===== config.mk =====
export PLATFORM = sky130hd
export DESIGN_NAME = snp_req_initiator
export DESIGN_NICKNAME = d
export VERILOG_FILES = /design/src/rtl/snp_req_initiator.sv
export SDC_FILE = /design/constraint.sdc
export NUM_CORES = 1
export LEC_CHECK = 0
export BUFFER_PORTS_ARGS = -buffer_cell sky130_fd_sc_hd__buf_2
export CAP_MARGIN = 40
export CORE_MARGIN = 5
export CORE_UTILIZATION = 48
export CTS_CLUSTER_DIAMETER = 120
export DETAILED_ROUTE_END_ITERATION = 7
export GPL_TIMING_DRIVEN = 0
export HOLD_SLACK_MARGIN = 0.15
export PLACE_DENSITY = 0.88
export SLEW_MARGIN = 25
export SYNTH_ARGS = -nofsm -noshare
export SYNTH_HDL_FRONTEND = slang
export SYNTH_SLANG_ARGS = --single-unit

===== constraint.sdc =====
create_clock -name clk -period 2.5 [get_ports clk]
set_input_delay 0.375 -clock clk [delete_from_list [all_inputs] [get_ports clk]]
set_output_delay 0.375 -clock clk [all_outputs]
set_load 0.05 [all_outputs]

===== src/rtl/snp_req_initiator.sv =====
// Bus-side snoop initiator: broadcasts one coherence request to every non-excluded peer,
// gathers one response per peer and reports the aggregate to the arbiter.
module snp_req_initiator #(
    parameter int NUM_PEERS  = 3,
    parameter int ADDR_WIDTH = 32,
    parameter int TIMEOUT    = 64
) (
    input  logic                   clk,
    input  logic                   rst_n,
    input  logic                   req_valid,
    output logic                   req_ready,
    input  logic [1:0]             req_op,
    input  logic [ADDR_WIDTH-1:0]  req_addr,
    input  logic [NUM_PEERS-1:0]   req_excl,
    output logic [NUM_PEERS-1:0]   snp_valid,
    input  logic [NUM_PEERS-1:0]   snp_ready,
    output logic [1:0]             snp_op,
    output logic [ADDR_WIDTH-1:0]  snp_addr,
    input  logic [NUM_PEERS-1:0]   rsp_valid,
    input  logic [2*NUM_PEERS-1:0] rsp,
    output logic                   done_valid,
    input  logic                   done_ready,
    output logic                   done_hit,
    output logic [NUM_PEERS-1:0]   done_hit_mask,
    output logic                   done_timeout
);

    localparam int TW = $clog2(TIMEOUT + 1);

    // cache_pkg encodings: SUREQ_RD=0, SUREQ_RFO=1, SUREQ_INV=2; SDRSP_OKAY=0, SDRSP_INV=1
    localparam logic [1:0] SUREQ_INV  = 2'd2;
    localparam logic [1:0] SDRSP_OKAY = 2'd0;

    typedef enum logic [1:0] {IDLE, SEND, WAIT, DONE} state_t;

    state_t                  state, state_nxt;
    logic [NUM_PEERS-1:0]    pend_snd, pend_snd_nxt;
    logic [NUM_PEERS-1:0]    pend_rsp, pend_rsp_nxt;
    logic [NUM_PEERS-1:0]    hit_mask, hit_mask_nxt;
    logic [1:0]              op, op_nxt;
    logic [ADDR_WIDTH-1:0]   addr, addr_nxt;
    logic [TW-1:0]           timer, timer_nxt;
    logic                    timed_out, timed_out_nxt;

    logic [NUM_PEERS-1:0]    targets;
    logic [NUM_PEERS-1:0]    handshake;
    logic [NUM_PEERS-1:0]    rsp_acc;
    logic [NUM_PEERS-1:0]    rsp_okay;

    assign targets   = ~req_excl;
    assign snp_valid = (state == SEND) ? pend_snd : '0;
    assign handshake = snp_valid & snp_ready;

    // A response only counts once its snoop has been handed over (or in the same cycle).
    always_comb begin
        rsp_acc  = '0;
        rsp_okay = '0;
        for (int i = 0; i < NUM_PEERS; i++) begin
            rsp_okay[i] = (rsp[2*i +: 2] == SDRSP_OKAY);
            rsp_acc[i]  = rsp_valid[i] & pend_rsp[i] & (~pend_snd[i] | handshake[i]);
        end
    end

    always_comb begin
        state_nxt     = state;
        pend_snd_nxt  = pend_snd;
        pend_rsp_nxt  = pend_rsp;
        hit_mask_nxt  = hit_mask;
        op_nxt        = op;
        addr_nxt      = addr;
        timer_nxt     = timer;
        timed_out_nxt = timed_out;
        case (state)
            IDLE: begin
                if (req_valid) begin
                    op_nxt        = req_op;
                    addr_nxt      = req_addr;
                    pend_snd_nxt  = targets;
                    pend_rsp_nxt  = targets;
                    hit_mask_nxt  = '0;
                    timer_nxt     = '0;
                    timed_out_nxt = 1'b0;
                    state_nxt     = (targets == '0) ? DONE : SEND;
                end
            end
            SEND, WAIT: begin
                pend_snd_nxt = pend_snd & ~handshake;
                pend_rsp_nxt = pend_rsp & ~rsp_acc;
                hit_mask_nxt = hit_mask | (rsp_acc & rsp_okay);
                timer_nxt    = timer + TW'(1);
                // Completion takes priority over a timeout expiring in the same cycle.
                if (pend_snd_nxt == '0 && pend_rsp_nxt == '0) begin
                    state_nxt = DONE;
                end else if (timer == TW'(TIMEOUT - 1)) begin
                    state_nxt     = DONE;
                    timed_out_nxt = 1'b1;
                end else if (pend_snd_nxt == '0) begin
                    state_nxt = WAIT;
                end
            end
            DONE: begin
                if (done_ready) begin
                    state_nxt = IDLE;
                end
            end
            default: state_nxt = IDLE;
        endcase
    end

    always_ff @(posedge clk or negedge rst_n) begin
        if (!rst_n) begin
            state     <= IDLE;
            pend_snd  <= '0;
            pend_rsp  <= '0;
            hit_mask  <= '0;
            op        <= '0;
            addr      <= '0;
            timer     <= '0;
            timed_out <= 1'b0;
        end else begin
            state     <= state_nxt;
            pend_snd  <= pend_snd_nxt;
            pend_rsp  <= pend_rsp_nxt;
            hit_mask  <= hit_mask_nxt;
            op        <= op_nxt;
            addr      <= addr_nxt;
            timer     <= timer_nxt;
            timed_out <= timed_out_nxt;
        end
    end

    assign req_ready     = (state == IDLE);
    assign done_valid    = (state == DONE);
    assign snp_op        = op;
    assign snp_addr      = addr;
    assign done_hit      = done_valid & (|hit_mask) & (op != SUREQ_INV);
    assign done_hit_mask = done_valid ? hit_mask : '0;
    assign done_timeout  = done_valid & timed_out;

endmodule


==> impl_table.tex <==
\begin{tabular}{lr}
\hline
Metric & Value \\
\hline
\multicolumn{2}{l}{\textbf{CTS}} \\
Cts hold-fix bufs & 1 \\
CTS sink count & 53 \\
Clock buffer count from CTS & 5 \\
Source-to-sink clock delay at the later pin of the worst-skew pair & approximately 300 ps \\
Clock tree from TritonCTS & yes \\
Root Buffer & clkbuf\_8 \\
Setup Fix Bufs, Post-CTS & 0 \\
Clk buf depth & 2 \\
H-tree level count & 2 \\
Post-CTS sizing & 0 \\
Clk pin slew, worst setup/hold paths & $\sim$90 ps \\
\multicolumn{2}{l}{\textbf{Global route}} \\
Initial antenna violation count & 0 \\
Largest net degree at the start of global routing & 54 \\
Total global-route track usage & around 18\% \\
Global route overflow & 0 \\
First-pass GRT wire length & 8997 um \\
Number of global-route vias before repair & slightly above 2000 \\
\multicolumn{2}{l}{\textbf{Pwr}} \\
Total power per unit cell area & approximately 1600 mW/mm\^{}2 \\
Internal power summed over all cells & $\sim$0.0024 W \\
Portion of total power attributed to combinational logic & between 50 and 60\% \\
Clk network pwr share & under 10\% \\
Net Sw Frac & approximately half \\
Net switching power of the design & about 0.0025 W \\
Max IR drop VDD & about 0.001 V \\
Sequential Power Share & $\sim$30\% \\
Leakage Power & between 1.5 and 2 nW \\
\multicolumn{2}{l}{\textbf{Floorplanning}} \\
Total number of placement rows & 26 \\
Die width & around 81 um \\
Area inside the core boundary & 0.005010 sq mm \\
DIE HEIGHT & 81.22 um \\
Die area & about 0.0066 sq mm \\
I/O pin cnt & between 90 and 100 \\
Initial Utilization & 48.60\% \\
\multicolumn{2}{l}{\textbf{Drt}} \\
Number of nets with antenna violations after detailed routing & 0 \\
Detailed-route DRC error count & 0 \\
Detailed-route wire length per cell & about 14 um \\
Number of detailed-routing iterations run before antenna repair & 4 \\
Final routed wirelength across all metal layers & 5334 um \\
Via count & between 1500 and 2000 \\
Detailed Route Iter0 Violations & 106 \\
Via density per instance & about 5 \\
\multicolumn{2}{l}{\textbf{Logic synthesis}} \\
Syn\_area\_per\_cell & between 10 and 15 sq um \\
Total of flip-flops plus latches after synthesis & between 50 and 60 \\
Nets in the synthesized netlist & 262 \\
Cells after synthesis & about 200 \\
Number of flops mapped to enable cells by yosys & 0 \\
Post-synthesis sequential area ratio & a little over half \\
Post-synthesis instance area & between 0.002 and 0.0025 sq mm \\
Warnings, synthesis & 0 \\
Main flop type after synthesis & dfrtp\_1 \\
Ys async rst share & 100.0\% \\
Unique cell type count in the Yosys netlist & 36 \\
\multicolumn{2}{l}{\textbf{Layout}} \\
Share of layout cells above drive strength 1 & about half \\
Filler instances & 435 \\
Area added between synthesis and finish & 27.29\% \\
Antenna cell count & 0 \\
Commonest cells after routing, fill and taps aside & buf\_2, dfrtp\_1, mux2\_2 \\
Fin nets & between 300 and 400 \\
Final Instance Count excl. Fillers & 379 \\
Most common library cell in the layout ignoring fill and taps & buf\_2 \\
\multicolumn{2}{l}{\textbf{STA}} \\
RSZ-0062 raised after global routing & false \\
Largest clock skew in the final design & $\sim$5.7 ps \\
Final hold viol count & 0 \\
Final worst path period share & a little over four fifths \\
Max\_slew headroom & 57.26\% \\
Shortest period the worst path allows & between 2000 and 2500 ps \\
Max-slew violation count & 0 \\
Measured slew at the worst slew-check pin & 623.2 ps \\
Setup tns final & 0 ps \\
Endpoints failing setup & 0 \\
Hold slack final & slightly above 300 ps \\
Fmax & roughly 0.48 GHz \\
\multicolumn{2}{l}{\textbf{Critical path}} \\
Setup slack on the worst flop-to-flop path & slightly above 400 ps \\
Critical path capture point type & flop \\
Data arrival time of the worst path & $\sim$2300 ps \\
Cell Chain, Critical Path & inv\_1 -> ha\_1 -> a21bo\_2 -> o2111ai\_1 -> a221o\_1 -> mux2\_4 \\
CP max stage delay & between 400 and 500 ps \\
Slowest cell on the critical path & a221o\_1 \\
Start-to-end type of the worst setup path & reg2reg \\
Worst path required time & between 2000 and 3000 ps \\
Critical Path Fanout Max & 8 \\
Worst setup SP type & flop \\
\multicolumn{2}{l}{\textbf{Run status}} \\
Outcome & finished, final reports clean \\
\multicolumn{2}{l}{\textbf{Job}} \\
Max Cap Violations & 0 \\
\multicolumn{2}{l}{\textbf{Placement}} \\
Placed Cells incl. Taps & 370 \\
Last weighted congestion value of the routability-driven placer & roughly 0.83 \\
I/O Buffers & 96 \\
Detailed placement HPWL & approximately 4100 um \\
\multicolumn{2}{l}{\textbf{Worst hold path}} \\
Type of the worst min-delay path & in2reg \\
\hline
\end{tabular}
==> cells by family after synthesis <==
group	share of synthesized area (%)
AND/OR/NAND/NOR	9.044
AO/OA/AOI/OAI	11.56
XOR/XNOR	1.798
adder cells (fa/ha/maj)	2.569
buffers and inverters	3.340
multiplexers	17.21
flip-flops	54.47
==> power by group through the flow <==
| stage | Combinational, W | Clock (W) | Sequential [W] |
|---|---|---|---|
| 2_1_floorplan | 0.00124 | 0 | 0.00246 |
| 3_3_place_gp | 0.00282 | 0 | 0.00146 |
| 3_5_place_dp | 0.00288 | 0 | 0.00148 |
| 4_1_cts | 0.00289 | 0.000486 | 0.00147 |
| 5_1_grt | 0.00308 | 0.000519 | 0.00152 |
| 6_report | 0.00288 | 0.000465 | 0.00147 |
==> flip-flops by register name (all words and copies together) (netlist names) <==
signal	count
hit_mask	3
snp_op	2
pend_rsp	3
timed_out	1
snp_addr	32
state	2
pend_snd	3
timer	7
==> cells in the mapped netlist, drive strengths merged (2+ instances only) <==
master / count / area share (%)
a21bo: 3 / 1.2
a21oi: 14 / 2.9
a31oi: 3 / 0.77
and2: 8 / 2.2
buf: 3 / 0.62
clkbuf: 3 / 0.87
dfrtp: 53 / 54
ha: 5 / 2.6
inv: 12 / 1.8
mux2: 36 / 17
nand2: 12 / 1.8
nand2b: 2 / 0.51
nand4: 3 / 0.77
nor2: 13 / 2.1
nor4: 3 / 0.77
o21ai: 5 / 1.0
o22ai: 5 / 1.3
o31ai: 4 / 1.2
xor2: 4 / 1.4
==> critical path, delay by kind of cell (launching register included) <==
kind | cells | cell delay, ps
flops | 1 | 410
buf+inv | 1 | 110
mux | 1 | 300
compound gates | 3 | 840
fa+ha+maj | 1 | 320
==> layout make-up <==
class / count / area (sq um) / share of cell area (%)
Clock inverter: 1 / 7.507 / 0.2422
Clock buffer: 7 / 76.32 / 2.463
Inverter: 12 / 45.04 / 1.453
Multi-Input combinational cell: 133 / 1027 / 33.15
Timing Repair Buffer: 97 / 493.0 / 15.91
Tap cell: 70 / 87.58 / 2.826
Buffer: 6 / 36.28 / 1.171
Sequential cell: 53 / 1326 / 42.79
==> routing by layer <==
layer  vias up  track usage (%)  part of all wire, %
met5         -                0                    0
met4         0            3.716                 0.79
met3         8            6.430                  8.6
met2        77            28.57                   48
met1       922            22.51                   43
li1        928                -                    -
==> through the flow <==
step           worst slack, ps  area, sq um  util (%)  power (W)
2_1_floorplan            374.8         2435         -   0.003701
3_3_place_gp             455.8         3003     59.94   0.004282
3_5_place_dp             360.5         3005     59.99   0.004367
4_1_cts                  357.5         3099     61.86   0.004843
5_1_grt                  164.8         3099     61.86   0.005121
6_report                 406.3         3099     61.86   0.004810
==> path summary, 6_finish.rpt <==
kind                              startpoint      endpoint  depth (start not counted)
max in group asynchronous              rst_n  snp_addr[31]                          2
worst max-delay path                state[1]      state[1]                          6
worst min-delay path            req_addr[22]  snp_addr[22]                          2
worst min register to register  snp_addr[12]  snp_addr[12]                          1
min in group asynchronous              rst_n  snp_addr[12]                          2
worst max register to register      state[1]      state[1]                          6
Note: power is estimated with default switching activity, not from simulation.
